--- src/rtl/bpred_pkg.sv ---
// rtl/bpred_pkg.sv - shared counter encodings and saturating update for the branch predictor
package bpred_pkg;

  localparam logic [1:0] CTR_SNT = 2'd0;
  localparam logic [1:0] CTR_WNT = 2'd1;
  localparam logic [1:0] CTR_WT  = 2'd2;
  localparam logic [1:0] CTR_ST  = 2'd3;

  // Two-bit saturating step toward the resolved direction.
  function automatic logic [1:0] ctr_next(input logic [1:0] c, input logic taken);
    if (taken)
      return (c == CTR_ST) ? CTR_ST : c + 2'd1;
    else
      return (c == CTR_SNT) ? CTR_SNT : c - 2'd1;
  endfunction

  function automatic logic ctr_dir(input logic [1:0] c);
    return c[1];
  endfunction

endpackage

--- src/rtl/bpred_fifo.sv ---
// rtl/bpred_fifo.sv - in-order queue of outstanding predictions, power-of-two depth
module bpred_fifo #(
  parameter int W     = 5,
  parameter int DEPTH = 4
) (
  input  logic                     clk,
  input  logic                     rst,
  input  logic                     push,
  input  logic [W-1:0]             push_data,
  input  logic                     pop,
  output logic [W-1:0]             pop_data,
  output logic                     full,
  output logic                     empty,
  output logic [$clog2(DEPTH):0]   count
);

  localparam int AW = $clog2(DEPTH);
  localparam int CW = AW + 1;
  localparam logic [CW-1:0] DEPTH_C = CW'(DEPTH);

  logic [W-1:0]  mem [DEPTH];
  logic [AW-1:0] wr_ptr;
  logic [AW-1:0] rd_ptr;
  logic [CW-1:0] cnt;
  logic          do_push;
  logic          do_pop;

  assign do_push  = push & ~full;
  assign do_pop   = pop & ~empty;
  assign full     = (cnt == DEPTH_C);
  assign empty    = (cnt == '0);
  assign count    = cnt;
  assign pop_data = mem[rd_ptr];

  // Pointers wrap naturally because DEPTH is a power of two.
  always_ff @(posedge clk) begin
    if (rst) begin
      wr_ptr <= '0;
      rd_ptr <= '0;
      cnt    <= '0;
    end else begin
      if (do_push) wr_ptr <= wr_ptr + AW'(1);
      if (do_pop)  rd_ptr <= rd_ptr + AW'(1);
      case ({do_push, do_pop})
        2'b10:   cnt <= cnt + CW'(1);
        2'b01:   cnt <= cnt - CW'(1);
        default: cnt <= cnt;
      endcase
    end
  end

  always_ff @(posedge clk) begin
    if (do_push) mem[wr_ptr] <= push_data;
  end

endmodule

--- src/rtl/bpred_ctrl.sv ---
// rtl/bpred_ctrl.sv - 2-bit counter branch predictor with in-order resolution queue
module bpred_ctrl
  import bpred_pkg::*;
#(
  parameter int IDX_W = 4,
  parameter int DEPTH = 4
) (
  input  logic                   clk,
  input  logic                   rst,
  input  logic                   req_valid,
  input  logic [IDX_W-1:0]       req_idx,
  output logic                   req_ready,
  output logic                   pred_valid,
  output logic                   pred_taken,
  input  logic                   res_valid,
  input  logic                   res_taken,
  output logic                   mispredict,
  output logic                   res_err,
  output logic [$clog2(DEPTH):0] count
);

  localparam int ENTRIES = 2 ** IDX_W;
  localparam int EW      = IDX_W + 1;

  logic [1:0]       tbl [ENTRIES];
  logic             accept;
  logic             resolve;
  logic             lookup_dir;
  logic             q_full;
  logic             q_empty;
  logic [EW-1:0]    q_push_data;
  logic [EW-1:0]    q_pop_data;
  logic [IDX_W-1:0] pop_idx;
  logic             pop_pred;

  // Full flag is derived purely from the registered queue count.
  assign req_ready   = ~q_full;
  assign accept      = req_valid & req_ready;
  assign resolve     = res_valid & ~q_empty;
  assign lookup_dir  = ctr_dir(tbl[req_idx]);
  assign q_push_data = {req_idx, lookup_dir};
  assign pop_idx     = q_pop_data[EW-1:1];
  assign pop_pred    = q_pop_data[0];

  bpred_fifo #(
    .W     (EW),
    .DEPTH (DEPTH)
  ) u_fifo (
    .clk       (clk),
    .rst       (rst),
    .push      (accept),
    .push_data (q_push_data),
    .pop       (resolve),
    .pop_data  (q_pop_data),
    .full      (q_full),
    .empty     (q_empty),
    .count     (count)
  );

  // Lookup reads the table combinationally before this edge's update lands.
  always_ff @(posedge clk) begin
    if (rst) begin
      for (int i = 0; i < ENTRIES; i++) tbl[i] <= CTR_WNT;
      pred_valid <= 1'b0;
      pred_taken <= 1'b0;
      mispredict <= 1'b0;
      res_err    <= 1'b0;
    end else begin
      pred_valid <= accept;
      pred_taken <= accept & lookup_dir;
      mispredict <= resolve & (pop_pred != res_taken);
      res_err    <= res_valid & q_empty;
      if (resolve) tbl[pop_idx] <= ctr_next(tbl[pop_idx], res_taken);
    end
  end

endmodule

--- config.mk ---
export PLATFORM = sky130hd
export DESIGN_NAME = bpred_ctrl
export DESIGN_NICKNAME = d
export VERILOG_FILES = /design/src/rtl/bpred_pkg.sv /design/src/rtl/bpred_fifo.sv /design/src/rtl/bpred_ctrl.sv
export SDC_FILE = /design/constraint.sdc
export NUM_CORES = 1
export LEC_CHECK = 0
export CAP_MARGIN = 20
export CORE_UTILIZATION = 43
export CTS_BUF_LIST = sky130_fd_sc_hd__clkbuf_8
export DETAILED_ROUTE_END_ITERATION = 16
export GPL_TIMING_DRIVEN = 0
export HOLD_SLACK_MARGIN = 0.15
export SLEW_MARGIN = 20
export SYNTH_ARGS = -nofsm -noshare
export SYNTH_HDL_FRONTEND = slang
export SYNTH_SLANG_ARGS = --single-unit
--- constraint.sdc ---
create_clock -name clk -period 2.3 [get_ports clk]
set_input_delay 0.345 -clock clk [delete_from_list [all_inputs] [get_ports clk]]
set_output_delay 0.345 -clock clk [all_outputs]
set_load 0.02 [all_outputs]
==> results of run 1 <==
## state kept, by name, indices dropped and copies added (netlist names), named ones only
register and cells:
res_err 1, u_fifo.rd_ptr 2, u_fifo.mem 20, pred_valid 1, mispredict 1, u_fifo.wr_ptr 2
tbl 32, pred_taken 1, u_fifo.count 3
## worst reg2reg max path, stage by stage, from the launching register on
cell and delay (ps):
dfxtp_4 380, buf_4 120, buf_4 100, mux4_2 600
nand2_2 190, o22ai_1 110, or2_4 290, a211oi_4 360
buf_6 210, nor4b_2 70
## worst paths after layout
check / endpoint / startpoint / cells past startpoint / slack (ps)
min reg2reg: u_fifo.wr_ptr[1] / u_fifo.wr_ptr[1] / 2 / 520
max reg2reg: tbl[7][1] / flip-flop / 9 / -380
max: tbl[7][1] / flip-flop / 9 / -380
min: pred_valid / rst / 2 / 460
## cell families after synthesis
logic type | Yosys count
flops | 65
mux | 26
compound gates | 16
xor+xnor | 6
buf+inv | 17
simple gates | 114
fa+ha+maj | 6
## metal layers
metal / track usage / vias up
met2: 0.332 / 79
met5: 0 / -
met4: 0.107 / 0
met1: 0.290 / 1155
met3: 0.0646 / 23
li1: - / 1046
## cell usage after synthesis, types with 7 or more instances
cell and number:
nor2_1 16, mux2i_1 16, edfxtp_1 52, mux4_2 7, nand2b_1 13, nor4_1 11, o22ai_1 8, nand4b_1 10
dfxtp_1 13, nand2_1 17, nand4_1 7
## timing repair
| action | CTS | global route |
|---|---|---|
| pin swaps | 10 | 13 |
| setup endpoints to repair | 42 | 41 |
| hold buffers | 0 | 0 |
| resized for setup | 26 | 43 |
| setup buffers | 8 | 8 |
| cloned | 3 | 0 |
## final cells by class
class | instances | area [sq um] | share of cell area
Multi-Input combinational cell | 168 | 1600 | 0.379
Clock inverter | 7 | 75.1 | 0.0179
Tap cell | 99 | 124 | 0.0295
Clock buffer | 9 | 124 | 0.0295
Sequential cell | 65 | 1830 | 0.434
Inverter | 6 | 22.5 | 0.00536
Buffer | 10 | 98.8 | 0.0235
Timing Repair Buffer | 34 | 339 | 0.0806
## through the flow
| stage | instances | util |
|---|---|---|
| floorplan | 250 | - |
| global placement | 364 | 0.487 |
| detailed placement | 364 | 0.487 |
| CTS | 391 | 0.543 |
| global route | 398 | 0.574 |
| finish | 398 | 0.574 |
## where the power goes
group	internal (mW)	switching [mW]
Sequential	1.40	0.0833
Clock	0.509	0.475
Combinational	0.977	1.28
Total	2.89	1.84
==> impl_metrics.tcl, run 1 <==
set metrics [dict create \
    yosysUniqueCellTypes 40 \
    setup_slack_ps -384 \
    grt_start_max_net_pins 14 \
    initial_core_util 0.447 \
    synthMuxAreaShare 0.121 \
    clkTransAtPathRegs_ps 80 \
    antenna_found_initial 0 \
    finalCritPeriodShare 1.17 \
    gp_congestion 0.888 \
    synth_area_leaders "edfxtp_1 48%, dfxtp_1 7.9%, mux2i_1 4.9%, mux4_2 4.8%, nand4b_1 2.7%" \
    mostFrequentLayoutCell "edfxtp_1" \
    dr.max_layer_used "met4" \
    syn_nets 265 \
    syn_inst 250 \
    synth_fa_ha_area_frac 0.0252 \
    worstPathArrival_ps 2780 \
    grtUsageTotal 0.220 \
    crit_path_start_kind "flip-flop" \
    die_area_sq_um 7980 \
    preCtsSetupSlack_ps -582 \
    path_max_fanout 6 \
    cp.required_ps 2390 \
    fillCellCount 597 \
    avgRoutedWirePerCell_um 20.6 \
    synth_xor_area_frac 0.0160 \
    synth_top_area_frac 0.476 \
    die_x_um 89.3 \
    drt-total-wl_mm 8.20 \
    ys.flop_type "edfxtp_1" \
    crit_path_frequent_cell "buf_4" \
    cts.sinks 65 \
    finalSetupTns_ps -10490 \
    dp_hpwl_mm 5.26 \
    wl_met3_um 448 \
    core-area_sq_um 7330 \
    routed_via_density 5.79 \
    cts_buffers 9 \
    synth_warnings 0 \
    p_leak_nw 1.39 \
    yosysSeqAreaShare 0.556 \
    path_cells "buf_4 > buf_4 > mux4_2 > nand2_2 > o22ai_1 > or2_4 > a211oi_4 > buf_6 > nor4b_2" \
    wl_met2_mm 3.97 \
    grt_pass1_vias 2278 \
    cpPeakStageDelay_ps 600 \
    power_density_nw_per_um2 1120 \
    synth_compound_area_frac 0.0366 \
    ctsHtreeMaxLevel 3 \
    drv_slew 0 \
    power_mw 4.73 \
    cts-root-buf "clkbuf_8" \
    path_buf_inv 3 \
    clock_skew_ps 13.3 \
    cts_tree "built" \
    drc_errors 0 \
    cap_violations 0 \
    vias 2303 \
    cpLargestDelayFamily "multiplexers" \
    violations "setup timing" \
    drt-met1-wl_mm 3.53 \
    placed_cell_area_sq_um 3570 \
    drtIter0Drc 215 \
    finalCriticalPeriod_ps 2680 \
    crit_path_top_delay_cell "mux4_2" \
    antenna_cells 0 \
    syn_area_sq_um 3280 \
    ant_nets 0 \
    rsz0062_at_grt "true" \
    hold_viol_final 0 \
    cts_buffer_depth 2 \
    synth_top_family_by_area "simple AND/OR/NAND/NOR gates" \
    die_h_um 89.3 \
    synth-simple-area-share 0.207 \
    vdd_drop_max_v 0.000542 \
    status "finished, violations left" \
    firstDrtPassIters 4 \
    layout.nets 309 \
    fin_hold_ws_ps 456 \
    max-slew-margin-rel 0.676 \
    worstMarginPinSlew_ps 486 \
    fmax_ghz 0.373 \
    hp-class "in2reg" \
    grt_overflow_total 0 \
    area_growth_pct 28.2 \
    synth_top_cell_by_area "edfxtp_1" \
    numPortBuffers 15 \
    end_kind "flip-flop" \
    drive_gt1_frac 0.358 \
    insertion_delay_ps 350 \
    postSynthAreaPerCell_sq_um 13.1 \
    num_rows 31 \
    fin_area_sq_um 4210 \
    critPathKind "reg2reg" \
    synth_edf_count 52 \
    grt_pass1_wl_mm 12.2 \
    async_flop_share 0 \
    io_pins 17 \
    layout.cells.most_common_list "52 x edfxtp_1, 16 x nand2_1, 15 x clkdlybuf4s50_1" \
    ys_seq_elements 65 \
    finalSetupViolCount 34 \
]
Note: power is estimated with default switching activity, not from simulation.
==> inputs of run 2 (changes only) <==
--- a/config.mk
+++ b/config.mk
@@ -6,5 +6,5 @@
 export NUM_CORES = 1
 export LEC_CHECK = 0
-export CAP_MARGIN = 20
+export CAP_MARGIN = 0
 export CORE_UTILIZATION = 43
 export CTS_BUF_LIST = sky130_fd_sc_hd__clkbuf_8
==> constraint.sdc (replaced) <==
create_clock -name clk -period 2.3 [get_ports clk]
set_input_delay 0.46 -clock clk [delete_from_list [all_inputs] [get_ports clk]]
set_output_delay 0.46 -clock clk [all_outputs]
set_load 0.02 [all_outputs]
==> impl_metrics.tcl, run 2 (synthesis gave the netlist of run 1 again) <==
set metrics [dict create \
    status "finished, violations left" \
    violations "setup timing" \
    die_area_sq_um 7980 \
    area_growth_pct 28.4 \
    cp.required_ps 2390 \
    hold_path_end "u_fifo.wr_ptr[1]" \
    vias 2295 \
    antenna_cells 0 \
    mostFrequentLayoutCell "edfxtp_1" \
    grt_start_max_net_pins 14 \
    setup_slack_ps -400 \
    hp-class "reg2reg" \
    end_kind "flip-flop" \
    gp_congestion 0.888 \
    clkTransAtPathRegs_ps 80 \
    dp_hpwl_mm 5.26 \
    die_h_um 89.3 \
    hold_start "u_fifo.wr_ptr[1]" \
    drtIter0Drc 202 \
    worstPathArrival_ps 2800 \
    dp_cells 364 \
    r2r_slack_ps -400 \
    r2r-end "tbl[7][1]" \
    grt_pass1_wl_mm 12.2 \
    layout.nets 309 \
    drc_errors 0 \
    avgRoutedWirePerCell_um 20.7 \
    firstDrtPassIters 5 \
    initial_core_util 0.447 \
    top_register "tbl" \
    routed_via_density 5.77 \
    power_density_nw_per_um2 1120 \
    path_max_fanout 6 \
    worstMarginPinSlew_ps 485 \
    layout.cells.most_common_list "52 x edfxtp_1, 16 x nand2_1, 14 x clkdlybuf4s50_1" \
    final_util 0.574 \
    drt-total-wl_mm 8.24 \
    rsz0062_at_grt "true" \
    finalSetupViolCount 34 \
    hold_viol_final 0 \
    finalSetupTns_ps -10680 \
    cts_tree "built" \
    ctsHtreeMaxLevel 3 \
    multi_input_area_sq_um 1600 \
    cts_buffer_depth 2 \
    p_int_mw 2.89 \
    placed_cell_area_sq_um 3570 \
    finalCriticalPeriod_ps 2700 \
    grt_overflow_total 0 \
    p_seq_frac 0.314 \
    largest_register_ffs 32 \
    fillCellCount 597 \
    combPwrFrac 0.477 \
    fin_cells 398 \
    cap_violations 0 \
    max-slew-margin-rel 0.676 \
    grtUsageTotal 0.220 \
    fmax_ghz 0.370 \
    p_sw_mw 1.84 \
    switching_share 0.389 \
    drv_slew 0 \
    cts_buffers 9 \
    num_rows 31 \
    worstHoldPathCells 2 \
    regArea_sq_um 1830 \
    core-area_sq_um 7330 \
    fin_area_sq_um 4210 \
    drive_gt1_frac 0.358 \
    grt_pass1_vias 2278 \
    critPathKind "reg2reg" \
    io_pins 17 \
    clock_skew_ps 12.8 \
    p_leak_nw 1.40 \
    insertion_delay_ps 350 \
    crit_path_start_kind "flip-flop" \
    p_clk_frac 0.208 \
    numPortBuffers 15 \
    vdd_drop_max_v 0.000543 \
    cts-root-buf "clkbuf_8" \
    cts.sinks 65 \
    antenna_found_initial 0 \
    die_x_um 89.3 \
    ant_nets 0 \
    finalCritPeriodShare 1.17 \
    reg2reg_depth 9 \
]
## run 2: cell count changes in the layout (fill, tap and decap cells not counted)
cell / previous run / this run
and2_1: 3 / 2
inv_2: 3 / 2
inv_1: 3 / 4
and2_4: 0 / 1
clkdlybuf4s50_1: 15 / 14
dlymetal6s2s_1: 0 / 1
## run 2: final cells by class
type	instances	share of cell area
sequential	65	0.434
multi-input combinational	168	0.379
timing repair buffer	34	0.0811
clock buffer	9	0.0294
tap	99	0.0294
buffer	10	0.0235
clock inverter	7	0.0178
inverter	6	0.00535
## run 2: worst max path at each step
stage | endpoint | slack [ps] | cells past startpoint
after floorplan | tbl[0][1] | -180 | 10
after global placement | tbl[3][1] | -590 | 10
after detailed placement | tbl[4][1] | -580 | 10
after CTS | tbl[7][1] | -370 | 10
after global routing | tbl[7][1] | -450 | 9
final | tbl[7][1] | -400 | 9
## run 2: routing by layer
| metal | share of wire | global-route usage | vias to the layer above |
|---|---|---|---|
| met2 | 0.48 | 0.332 | 81 |
| li1 | - | - | 1044 |
| met5 | 0 | 0 | - |
| met3 | 0.059 | 0.0646 | 28 |
| met1 | 0.42 | 0.290 | 1142 |
| met4 | 0.035 | 0.107 | 0 |
## run 2: timing repair
item	in CTS	in global routing
pin swaps	10	13
buffers inserted	8	8
gates resized for setup	26	44
gates cloned	3	0
hold buffers	0	0
endpoints found under the setup margin	42	46
## run 2: worst max-delay path, stage by stage (launching register included)
cell      delay (ps)
dfxtp_4          380
buf_4            120
buf_4            100
mux4_2           600
nand2_2          180
o22ai_1          110
or2_4            290
a211oi_4         380
buf_6            210
nor4b_2           70
## run 2: metrics by stage
step,hold WS (ps),setup slack (ps),total power [mW]
floorplan,469,-184,2.64
finish,523,-400,4.73
CTS,517,-368,4.39
global route,544,-447,4.94
detailed placement,505,-582,3.08
global placement,501,-585,3.06
## run 2: power by group through the flow
| stage | clock (mW) | sequential (mW) | combinational, mW |
|---|---|---|---|
| 5_1_grt | 1.04 | 1.50 | 2.40 |
| 2_1_floorplan | 0 | 1.51 | 1.13 |
| 3_3_place_gp | 0 | 1.49 | 1.57 |
| 4_1_cts | 0.995 | 1.47 | 1.92 |
| 3_5_place_dp | 0 | 1.49 | 1.58 |
| 6_report | 0.986 | 1.49 | 2.26 |
==> inputs of run 3 (changes only) <==
Settings changed: ABC_AREA set to 1.
==> impl_metrics.tcl, run 3 <==
set metrics [dict create \
    ant_nets 0 \
    insertion_delay_ps 360 \
    synth_area_leaders "edfxtp_1 46%, dfxtp_1 7.7%, nand3_1 7.4%, nand2_1 7.1%, inv_1 5.0%" \
    die_h_um 90.6 \
    synth_top_cell_by_area "edfxtp_1" \
    largest_register_ffs 32 \
    syn_nets 372 \
    vias 2527 \
    fin_hold_ws_ps 477 \
    crit_path_start_kind "input pin" \
    worstMarginPinSlew_ps 560 \
    yosysMostFrequentCell "nand2_1" \
    final_util 0.548 \
    finalSetupTns_ps 0 \
    antenna_cells 0 \
    cts_buffers 9 \
    finalSetupViolCount 0 \
    layout.cells.most_common_list "62 x nand2_1, 52 x edfxtp_1, 48 x nand3_1" \
    syn_area_sq_um 3370 \
    synth_warnings 0 \
    cap_violations 0 \
    clkTransAtPathRegs_ps 70 \
    top_register "tbl" \
    cts_buffer_depth 2 \
    path_max_fanout 6 \
    end_kind "flip-flop" \
    drc_errors 0 \
    antenna_found_initial 0 \
    finalCriticalPeriod_ps 2170 \
    syn_inst 357 \
    yosysUniqueCellTypes 31 \
    dp_cells 472 \
    fin_cells 498 \
    grt_pass1_wl_mm 12.0 \
    r2r_slack_ps 150 \
    grt_start_max_net_pins 13 \
    mostFrequentLayoutCell "nand2_1" \
    critPathKind "in2reg" \
    worstPathArrival_ps 2240 \
    die_x_um 90.6 \
    grtUsageTotal 0.194 \
    postSynthAreaPerCell_sq_um 9.45 \
    setup_slack_ps 126 \
    gp_congestion 0.812 \
    async_flop_share 0 \
    fmax_ghz 0.460 \
    io_pins 17 \
    routed_via_density 5.07 \
    synth_common_cells "64 x nand2_1, 52 x edfxtp_1, 50 x nand3_1" \
    power_density_nw_per_um2 1170 \
    ys_seq_elements 65 \
    grt_pass1_vias 2395 \
    drive_gt1_frac 0.193 \
    p_leak_nw 1.50 \
    avgRoutedWirePerCell_um 14.7 \
    hp-class "reg2reg" \
    firstDrtPassIters 5 \
    cts.sinks 65 \
    numPortBuffers 16 \
    hold_buffers 0 \
    drv_slew 0 \
    yosysSeqAreaShare 0.540 \
    synth_top_area_frac 0.463 \
    ctsHtreeMaxLevel 3 \
    preCtsSetupSlack_ps -344 \
    dp_hpwl_mm 5.13 \
    cp.required_ps 2370 \
    cts-root-buf "clkbuf_8" \
    max-slew-margin-rel 0.627 \
    cts_tree "built" \
    ys.flop_type "edfxtp_1" \
    die_area_sq_um 8210 \
    vdd_drop_max_v 0.000536 \
    num_rows 31 \
    drt-total-wl_mm 7.33 \
    hold_viol_final 0 \
    layout.nets 409 \
    core-area_sq_um 7410 \
    initial_core_util 0.455 \
    area_growth_pct 20.2 \
    clock_skew_ps 8.22 \
    finalCritPeriodShare 0.945 \
    grt_overflow_total 0 \
    synth_edf_count 52 \
    drtIter0Drc 164 \
    status "complete, no violations" \
]
## run 3: kinds of logic after synthesis
logic type,share of synthesized area
adder cells (fa/ha/maj),0.0245
AND/OR/NAND/NOR,0.276
buffers and inverters,0.0823
AO/OA/AOI/OAI,0.0653
flip-flops,0.540
multiplexers,0.0119
## run 3: cell type report
| cell class | instances | area [sq um] |
|---|---|---|
| clock inverters | 7 | 118 |
| inverters | 50 | 191 |
| clock buffers | 9 | 124 |
| well taps | 99 | 124 |
| multi-input cells | 232 | 1330 |
| plain buffers | 10 | 95.1 |
| fillers | 655 | 3350 |
| repair buffers | 26 | 253 |
| flip-flops and latches | 65 | 1820 |
## run 3: where the power goes
part | leakage (nW) | switching (mW) | internal (mW)
clock | 0.114 | 0.460 | 0.719
combinational | 0.823 | 1.31 | 0.798
sequential | 0.566 | 0.0714 | 1.39
total | 1.50 | 1.84 | 2.91
## run 3: per-stage QoR
step | area, sq um | power, mW
floorplan | 3370 | 2.77
global placement | 3660 | 3.22
detailed placement | 3660 | 3.23
CTS | 3910 | 4.43
global route | 4060 | 5.01
finish | 4060 | 4.75
## run 3: what timing repair did
item	CTS	global route
gates cloned	0	1
resized for setup	2	15
pin swaps	1	4
setup buffers	1	8
endpoints found under the setup margin	20	60
## run 3: worst paths after layout
path                    start    endpoint  depth (start not counted)
min reg2reg  u_fifo.rd_ptr[1]   flip-flop                          2
max reg2reg         flip-flop   tbl[4][0]                         15
min          u_fifo.rd_ptr[1]   flip-flop                          2
max                 res_valid  tbl[13][0]                          9
## run 3: critical path: stages
cell and delay [ps]:
clkdlybuf4s50_1 470, inv_1 50, nor2_2 200, inv_1 110
nor2_2 230, nand3_1 290, nor2_1 220, inv_1 110
nand2_1 100
## run 3: per-layer routing
metal | track usage | up-vias | wire, um
li1 | - | 1267 | -
met1 | 0.264 | 1181 | 3570
met2 | 0.283 | 63 | 3250
met3 | 0.0522 | 16 | 343
met4 | 0.102 | 0 | 168
met5 | 0 | - | 0
